**src/rtl/iter_muldiv_pkg.sv**
```systemverilog
// Shared definitions for the iterative multiply/divide unit.
//   op_e    : operation select (product low/high half, quotient, remainder)
//   state_e : control FSM state encoding
//   is_div  : true for the two divide operations
package iter_muldiv_pkg;

  typedef enum logic [1:0] {
    OP_MULLO = 2'b00,
    OP_MULHI = 2'b01,
    OP_DIVQ  = 2'b10,
    OP_DIVR  = 2'b11
  } op_e;

  typedef enum logic [1:0] {
    ST_IDLE = 2'b00,
    ST_RUN  = 2'b01,
    ST_DONE = 2'b10
  } state_e;

  function automatic logic is_div(input op_e op);
    return op[1];
  endfunction

endpackage

```
**src/rtl/iter_muldiv_if.sv**
```systemverilog
// Request/response bundle between the control unit and the muldiv unit.
//   start    : one-cycle request          op       : operation select
//   a_in     : multiplicand / dividend    b_in     : multiplier / divisor
//   busy     : operation in progress      done     : one-cycle completion pulse
//   div_zero : last divide had b_in == 0  result   : last completed result
// master = control unit side, slave = muldiv unit side.
interface iter_muldiv_if
  import iter_muldiv_pkg::*;
#(
  parameter int WIDTH = 16
) ();

  logic             start;
  op_e              op;
  logic [WIDTH-1:0] a_in;
  logic [WIDTH-1:0] b_in;
  logic             busy;
  logic             done;
  logic             div_zero;
  logic [WIDTH-1:0] result;

  modport master (
    output start, op, a_in, b_in,
    input  busy, done, div_zero, result
  );

  modport slave (
    input  start, op, a_in, b_in,
    output busy, done, div_zero, result
  );

endinterface

```
**src/rtl/iter_muldiv_addsub_w.sv**
```systemverilog
// (WIDTH+1)-bit adder/subtractor shared by the multiply add step and the
// divide trial subtraction.
//   x, y : operands          sub  : 1 = x - y, 0 = x + y
//   res  : sum / difference  cout : carry out (add) or borrow out (subtract)
module iter_muldiv_addsub_w #(
  parameter int WIDTH = 16
) (
  input  logic [WIDTH:0] x,
  input  logic [WIDTH:0] y,
  input  logic           sub,
  output logic [WIDTH:0] res,
  output logic           cout
);

  // One extra bit on top captures the carry, or the borrow as a wrapped 1.
  always_comb begin
    if (sub) {cout, res} = {1'b0, x} - {1'b0, y};
    else     {cout, res} = {1'b0, x} + {1'b0, y};
  end

endmodule

```
**src/rtl/iter_muldiv.sv**
```systemverilog
// Multicycle unsigned multiply/divide unit, one bit per cycle.
//   CLK   : clock, rising edge
//   reset : asynchronous active-low reset
//   bus   : slave side of iter_muldiv_if (start/op/operands in,
//           busy/done/div_zero/result out)
// Multiply is radix-2 shift-add into {acc,lo}; divide is restoring with the
// partial remainder in acc and the quotient shifting through lo. The two
// operations share acc/lo/opnd and the one adder/subtractor.
module iter_muldiv
  import iter_muldiv_pkg::*;
#(
  parameter int WIDTH = 16,
  parameter int CNT_W = 5
) (
  input  logic          CLK,
  input  logic          reset,
  iter_muldiv_if.slave  bus
);

  state_e             state_q, state_d;
  logic [CNT_W-1:0]   count_q;
  op_e                op_q;
  logic [WIDTH-1:0]   opnd_q;     // multiplicand or divisor
  logic [WIDTH-1:0]   acc_q;      // product high half or partial remainder
  logic [WIDTH-1:0]   lo_q;       // product low half / multiplier or quotient / dividend
  logic [WIDTH-1:0]   result_q;
  logic               div_zero_q;

  logic               accept;
  logic               last;
  logic [WIDTH:0]     add_x, add_y, add_res;
  logic               add_cout;
  logic [WIDTH:0]     mul_sel;
  logic [WIDTH-1:0]   acc_n, lo_n;

  assign accept = bus.start && (state_q != ST_RUN);
  assign last   = (state_q == ST_RUN) && (count_q == CNT_W'(WIDTH - 1));

  // NOTE: every always_comb output gets a default first so no path leaves it unassigned (no latch).
  always_comb begin
    state_d = state_q;
    case (state_q)
      ST_IDLE: if (bus.start) state_d = ST_RUN;
      ST_RUN:  if (last)      state_d = ST_DONE;
      ST_DONE: state_d = bus.start ? ST_RUN : ST_IDLE;
      default: state_d = ST_IDLE;
    endcase
  end

  // Divide shifts the next dividend bit into a (WIDTH+1)-bit trial remainder
  // so a divisor with its MSB set is still handled correctly.
  always_comb begin
    add_x = is_div(op_q) ? {acc_q, lo_q[WIDTH-1]} : {1'b0, acc_q};
    add_y = {1'b0, opnd_q};
  end

  iter_muldiv_addsub_w #(.WIDTH(WIDTH)) u_addsub (
    .x    (add_x),
    .y    (add_y),
    .sub  (is_div(op_q)),
    .res  (add_res),
    .cout (add_cout)
  );

  always_comb begin
    mul_sel = lo_q[0] ? add_res : {1'b0, acc_q};
    if (is_div(op_q)) begin
      // Borrow means the trial failed: keep the shifted remainder, quotient bit 0.
      acc_n = add_cout ? add_x[WIDTH-1:0] : add_res[WIDTH-1:0];
      lo_n  = {lo_q[WIDTH-2:0], ~add_cout};
    end else begin
      acc_n = mul_sel[WIDTH:1];
      lo_n  = {mul_sel[0], lo_q[WIDTH-1:1]};
    end
  end

  // NOTE: all state, including the datapath registers, resets asynchronously; sequential blocks use <= only.
  always_ff @(posedge CLK or negedge reset) begin
    if (!reset) begin
      state_q    <= ST_IDLE;
      count_q    <= '0;
      op_q       <= OP_MULLO;
      opnd_q     <= '0;
      acc_q      <= '0;
      lo_q       <= '0;
      result_q   <= '0;
      div_zero_q <= 1'b0;
    end else begin
      state_q <= state_d;
      if (accept) begin
        op_q    <= bus.op;
        count_q <= '0;
        acc_q   <= '0;
        if (is_div(bus.op)) begin
          lo_q   <= bus.a_in;
          opnd_q <= bus.b_in;
        end else begin
          lo_q   <= bus.b_in;
          opnd_q <= bus.a_in;
        end
      end else if (state_q == ST_RUN) begin
        acc_q   <= acc_n;
        lo_q    <= lo_n;
        count_q <= count_q + CNT_W'(1);
        if (last) begin
          // MULHI/DIVR come from acc, MULLO/DIVQ from lo.
          result_q   <= op_q[0] ? acc_n : lo_n;
          div_zero_q <= is_div(op_q) && (opnd_q == '0);
        end
      end
    end
  end

  assign bus.busy     = (state_q == ST_RUN);
  assign bus.done     = (state_q == ST_DONE);
  assign bus.result   = result_q;
  assign bus.div_zero = div_zero_q;

endmodule
```
**src/flat_wrapper.sv**
```systemverilog
// flat-port wrapper written by rule: the top's interface ports become plain ports
module iter_muldiv_flat import iter_muldiv_pkg::*;
#(
  parameter int WIDTH = 16,
  parameter int CNT_W = 5
)
  (CLK, reset, bus_start, bus_op, bus_a_in, bus_b_in, bus_busy, bus_done, bus_div_zero, bus_result);
  iter_muldiv_if #(.WIDTH(WIDTH)) bus_i ();
  input  logic CLK;
  input  logic reset;
  input wire logic [$bits(bus_i.start)-1:0] bus_start;
  input wire logic [$bits(bus_i.op)-1:0] bus_op;
  input wire logic [$bits(bus_i.a_in)-1:0] bus_a_in;
  input wire logic [$bits(bus_i.b_in)-1:0] bus_b_in;
  output wire logic [$bits(bus_i.busy)-1:0] bus_busy;
  output wire logic [$bits(bus_i.done)-1:0] bus_done;
  output wire logic [$bits(bus_i.div_zero)-1:0] bus_div_zero;
  output wire logic [$bits(bus_i.result)-1:0] bus_result;
  assign bus_i.start = bus_start;
  assign bus_i.op = bus_op;
  assign bus_i.a_in = bus_a_in;
  assign bus_i.b_in = bus_b_in;
  assign bus_busy = bus_i.busy;
  assign bus_done = bus_i.done;
  assign bus_div_zero = bus_i.div_zero;
  assign bus_result = bus_i.result;
  iter_muldiv #(.WIDTH(WIDTH), .CNT_W(CNT_W)) u_core (.CLK(CLK), .reset(reset), .bus(bus_i));
endmodule
```
**config.mk**
```make
export PLATFORM = sky130hd
export DESIGN_NAME = iter_muldiv_flat
export DESIGN_NICKNAME = d
export VERILOG_FILES = /design/src/rtl/iter_muldiv_pkg.sv /design/src/rtl/iter_muldiv_if.sv /design/src/rtl/iter_muldiv_addsub_w.sv /design/src/rtl/iter_muldiv.sv /design/src/flat_wrapper.sv
export SDC_FILE = /design/constraint.sdc
export NUM_CORES = 1
export LEC_CHECK = 0
export CORE_MARGIN = 2
export CORE_UTILIZATION = 55
export CTS_CLUSTER_SIZE = 14
export DETAILED_ROUTE_END_ITERATION = 10
export PLACE_DENSITY_LB_ADDON = 0.15
export SLEW_MARGIN = 20
export SYNTH_ARGS = -nofsm -noshare
export SYNTH_HDL_FRONTEND = slang
export SYNTH_HIERARCHICAL = 1
export SYNTH_SLANG_ARGS = --single-unit
```
**constraint.sdc**
```tcl
create_clock -name CLK -period 6.6 [get_ports CLK]
set_input_delay 0.99 -clock CLK [delete_from_list [all_inputs] [get_ports CLK]]
set_output_delay 0.99 -clock CLK [all_outputs]
set_load 0.05 [all_outputs]
```
==> qor.yml, run 1 <==
synthTopCellsByArea: "dfrtp_1 30%, mux2i_1 13%, ha_1 7.3%"
io_buffers: 55
max_stage_delay_ns: 0.97
slew_headroom: 0.2277
crit_path_max_fanout: 43
rsz0062_at_grt: "no"
crit_required_ns: 6.86
drt_iter0_drc: 539
worstPathArrival_ns: 5.37
drive_above_1_share: 0.1100
fin_nets: 779
firstDrtPassIters: 5
avgSynthCellArea_um2: 9.108
area_growth_pct: 13.82
cts-resized-gates: 0
hold_viol_final: 0
endpoint_kind: "flop"
max_clock_freq_ghz: 0.1957
n_antenna_cell: 0
synthCells: 680
synth_edf_count: 0
rows: 38
core_area_um2: 10940
ys_ff_latch: 74
clk_pin_slew_ns: 0.06
place.gp.congestion: 0.9236
grt_pass1_wl_um: 26990
dp_hpwl_um: 12280
postCtsSetupBuffers: 0
wire_per_inst_um: 20.23
cts_tree: "yes"
ant_nets: 0
start_kind: "flop"
crit_type: "reg2reg"
setup_viol: 0
outcome: "completed"
cp_slowest_cell: "dfrtp_2"
num_vias: 5400
drt-total-wl_um: 17170
cts_hold_buf: 0
first_global_vias: 5136
ys_async_sr_fraction: 1.000
worstMarginPinSlew_ns: 1.158
grt_max_degree: 75
initial_core_util: 0.5664
ys_seq_area_frac: 0.2990
grt_usage: 0.2930
clock_skew_ns: 0.007655
synth_top_area_share: 0.2990
globalRouteOverflowTotal: 0
synth_common_cells: "81 x mux2i_1, 74 x dfrtp_1, 62 x a21oi_1, 39 x nand2_1, 36 x ha_1"
min_period_ns: 5.111
syn-cell-area_um2: 6193
fill_cells: 923
cap_violations: 0
yosysMostFrequentCell: "mux2i_1"
cts_buffers: 9
drc: 0
via_per_inst: 6.360
clockRootBuffer: "clkbuf_16"
antenna_found_initial: 0
yosysWarningCount: 6
die_w_um: 110.1
ioPinCount: 56
yosysUniqueCellTypes: 70
hold_path_class: "reg2reg"
synth_flop_cell: "dfrtp_1"
dieArea_um2: 12130
insertion_delay_ns: 0.34
period_share: 0.7744
setup_tns_ns: 0
synth.largest_area_cell: "dfrtp_1"
htreeDepth: 3
clk_path_buf_depth: 2
worstPathCellList: "buf_4 -> mux2_2 -> ha_1 -> nor2b_1 -> nor3_1 -> o31a_1 -> o31ai_1 -> a32o_1 -> mux2i_1 -> mux4_2 -> a21oi_1"
die_height_um: 110.1
cts.sinks: 74
drv_slew: 0
==> logic make-up after synthesis <==
kind of cell | synth area share
AO/OA/AOI/OAI | 0.2075
other | 0.0006055
adder cells (fa/ha/maj) | 0.07919
flip-flops | 0.2990
buffers and inverters | 0.06707
XOR/XNOR | 0.02121
AND/OR/NAND/NOR | 0.1218
multiplexers | 0.2036
==> worst max-delay path: cells and delay by family (launching register included) <==
kind,cells,cell delay (ns)
fa+ha+maj,1,0.41
mux,3,1.14
compound gates,4,1.64
simple gates,2,0.46
flops,1,0.97
buf+inv,1,0.40
==> path summary, 6_finish.rpt <==
kind,start,to,slack (ns),cells after the start
max reg2reg,u_core/op_q[1]$_DFFE_PN0P_,u_core/bus.result[0]$_DFFE_PN0P_,1.49,11
min reg2reg,u_core/count_q[2]$_DFFE_PN0P_,u_core/count_q[2]$_DFFE_PN0P_,0.49,1
min,u_core/count_q[2]$_DFFE_PN0P_,u_core/count_q[2]$_DFFE_PN0P_,0.49,1
max in group asynchronous,reset,u_core/op_q[1]$_DFFE_PN0P_,5.15,1
max,u_core/op_q[1]$_DFFE_PN0P_,u_core/bus.result[0]$_DFFE_PN0P_,1.49,11
min in group asynchronous,reset,u_core/lo_q[12]$_DFFE_PN0P_,0.79,1
==> sequential cells by signal, summed over array words and instances, names as in the netlist <==
name                 count
u_core/state_q           2
u_core/bus.result       16
u_core/count_q           5
u_core/lo_q             16
u_core/bus.div_zero      1
u_core/acc_q            16
u_core/op_q              2
u_core/opnd_q           16
==> stage by stage <==
stage            util  setup slack, ns  std cells  cell area (um2)  hold slack, ns
4_1_cts        0.6446            1.562        849             7049          0.4964
5_1_grt        0.6446            1.258        849             7049          0.5377
2_1_floorplan       -            2.853        681             6197          0.4570
3_3_place_gp   0.6110            1.779        833             6681          0.4705
3_5_place_dp   0.6110            1.559        833             6681          0.4885
6_report       0.6446            1.489        849             7049          0.4905
==> per-layer routing <==
layer	global-route usage	wire length, um	up-vias
met4	0.07411	198	0
met3	0.04350	1219	18
li1	-	-	2535
met5	0	0	-
met1	0.4402	8097	2603
met2	0.4426	7658	244
==> cell usage in the layout, fill, tap and decap left out, types with 3 or more instances in the layout <==
cell type / instances
and3_1: 6
o211ai_1: 18
nand2b_1: 4
nand3_1: 23
dfrtp_1: 73
xnor2_1: 12
nor2_1: 34
a21o_1: 5
a31oi_1: 4
or3_1: 15
nand2_1: 39
a21oi_1: 62
inv_1: 35
a211oi_1: 6
clkdlybuf4s50_1: 52
o21ai_1: 22
a211o_1: 16
nor3_1: 6
mux2i_1: 81
ha_1: 36
o21ai_0: 26
xor2_1: 3
clkbuf_16: 9
nor4_1: 6
o31ai_1: 3
bufinv_16: 4
mux2_2: 35
buf_4: 6
nor2b_1: 8
==> final cells by class <==
cell class                      count  area [um2]  share of cell area
Sequential cell                    74        1853              0.2629
Inverter                           38       145.1             0.02059
Timing Repair Buffer               60       575.6             0.08165
Multi-Input combinational cell    521        3933              0.5579
Tap cell                          140       175.2             0.02485
Clock inverter                      5       125.1             0.01775
Clock buffer                       11       242.7             0.03443
Power of run 1 is left out: the tool's default activity adds up to more than one toggle a clock period on the data nets, which glitch-free logic cannot reach.
==> run 2: changes to the inputs <==
Settings changed: CORE_UTILIZATION 55 to 53.
Clock period 6.6 ns to 4.65 ns, I/O delays scaled along.
==> run 2 against run 1 <==
  * Clock skew down 0.0016 ns
  * Sequential share of layout area up 0.084 points
  * Sequential cell count did not move
  * Clock-buffer cell count up 3
  * Worst setup slack got worse by 0.98 ns
  * Hold slack hardly changed
  * Register-to-register slack worse by 0.98 ns
  * Final cell count is 0.94% higher
  * Critical path depth did not move
  * Critical endpoint is now u_core/bus.result[8]$_DFFE_PN0P_
==> qor.yml, run 2 (same netlist as run 1, synthesis figures left out) <==
grt_pass1_wl_um: 28940
drive_above_1_share: 0.1120
rows: 39
cts.sinks: 74
dp_hpwl_um: 12810
hold_path_class: "in2async"
cts-resized-gates: 0
dieArea_um2: 12570
slew_headroom: 0.2947
outcome: "completed"
core_area_um2: 11420
drc: 0
crit_required_ns: 4.89
die_height_um: 112.1
grt_max_degree: 75
n_antenna_cell: 0
first_global_vias: 5382
grt_usage: 0.2873
start_kind: "flop"
drt_iter0_drc: 585
clk_path_buf_depth: 2
cts_buffers: 9
setup_tns_ns: 0
via_per_inst: 6.277
clock_skew_ns: 0.006102
period_share: 0.8899
num_vias: 5379
final_cell_mix: "81 x mux2i_1, 73 x dfrtp_1, 62 x a21oi_1"
wire_per_inst_um: 20.58
cts_tree: "yes"
firstDrtPassIters: 5
min_period_ns: 4.138
area_growth_pct: 13.45
fin_nets: 784
max_clock_freq_ghz: 0.2417
rsz0062_at_grt: "no"
clockRootBuffer: "clkbuf_16"
fill_cells: 994
regArea_um2: 1853
crit_path_max_fanout: 38
postCtsSetupBuffers: 0
setup_viol: 0
hold_viol_final: 0
cap_violations: 0
endpoint_kind: "flop"
fin_util: 0.6154
place.gp.congestion: 0.9033
die_w_um: 112.1
ioPinCount: 56
clk_pin_slew_ns: 0.05
worstPathArrival_ns: 4.38
drv_slew: 0
crit_type: "reg2reg"
antenna_found_initial: 0
multi_input_area_um2: 3933
drt-total-wl_um: 17630
globalRouteOverflowTotal: 0
worstMarginPinSlew_ns: 1.058
layout_commonest_cell: "mux2i_1"
htreeDepth: 3
initial_core_util: 0.5424
insertion_delay_ns: 0.34
ant_nets: 0
cts_hold_buf: 0
io_buffers: 55
## run 2: changes by cell type in the layout (fill, tap and decap cells not counted), sizes merged
cell / before / now
buf: 8 / 12
bufinv: 4 / 1
clkbuf: 11 / 14
clkdlybuf4s50: 52 / 53
## run 2: final cells by class
cell class / instances / share of cell area
Clock buffer: 14 / 0.03757
Clock inverter: 2 / 0.004986
Inverter: 38 / 0.02066
Multi-Input combinational cell: 521 / 0.5597
Sequential cell: 74 / 0.2637
Tap cell: 143 / 0.02546
Timing Repair Buffer: 65 / 0.08796
## run 2: layer usage
layer  vias to the layer above  global-route usage  wire, um
met4                         0             0.08293       351
met1                      2631              0.4248      8295
met5                         -                   0         0
met2                       185              0.4365      7908
li1                       2539                   -         -
met3                        24             0.04752      1078
## run 2: metrics by stage
stage,hold WS [ns],cells,cell area [um2],worst slack [ns]
finish,0.4902,857,7027,0.5120
detailed placement,0.4874,841,6728,0.5382
global placement,0.4727,841,6728,0.4793
floorplan,0.4019,681,6197,0.9034
CTS,0.4946,857,7027,0.5159
global route,0.5092,857,7027,0.1720
## run 2: critical path: stages, from the launching register on
cell,delay (ns)
dfrtp_2,0.86
buf_4,0.29
buf_4,0.27
mux2_2,0.39
ha_1,0.40
nor2b_1,0.17
o21ai_0,0.28
a32o_1,0.49
buf_4,0.32
mux2i_1,0.10
mux2_2,0.30
o211ai_1,0.17
## run 2: final timing paths
check | slack [ns] | endpoint | startpoint | cells after the start
max in group asynchronous | 3.49 | u_core/op_q[1]$_DFFE_PN0P_ | reset | 1
worst max register to register | 0.51 | u_core/bus.result[8]$_DFFE_PN0P_ | u_core/op_q[1]$_DFFE_PN0P_ | 11
min in group CLK | 0.49 | u_core/count_q[2]$_DFFE_PN0P_ | u_core/count_q[2]$_DFFE_PN0P_ | 1
worst max-delay path | 0.51 | u_core/bus.result[8]$_DFFE_PN0P_ | u_core/op_q[1]$_DFFE_PN0P_ | 11
worst min-delay path | 0.49 | u_core/count_q[2]$_DFFE_PN0P_ | reset | 1
worst min register to register | 0.49 | u_core/count_q[2]$_DFFE_PN0P_ | u_core/count_q[2]$_DFFE_PN0P_ | 1
Power of run 2 is left out for the same reason.
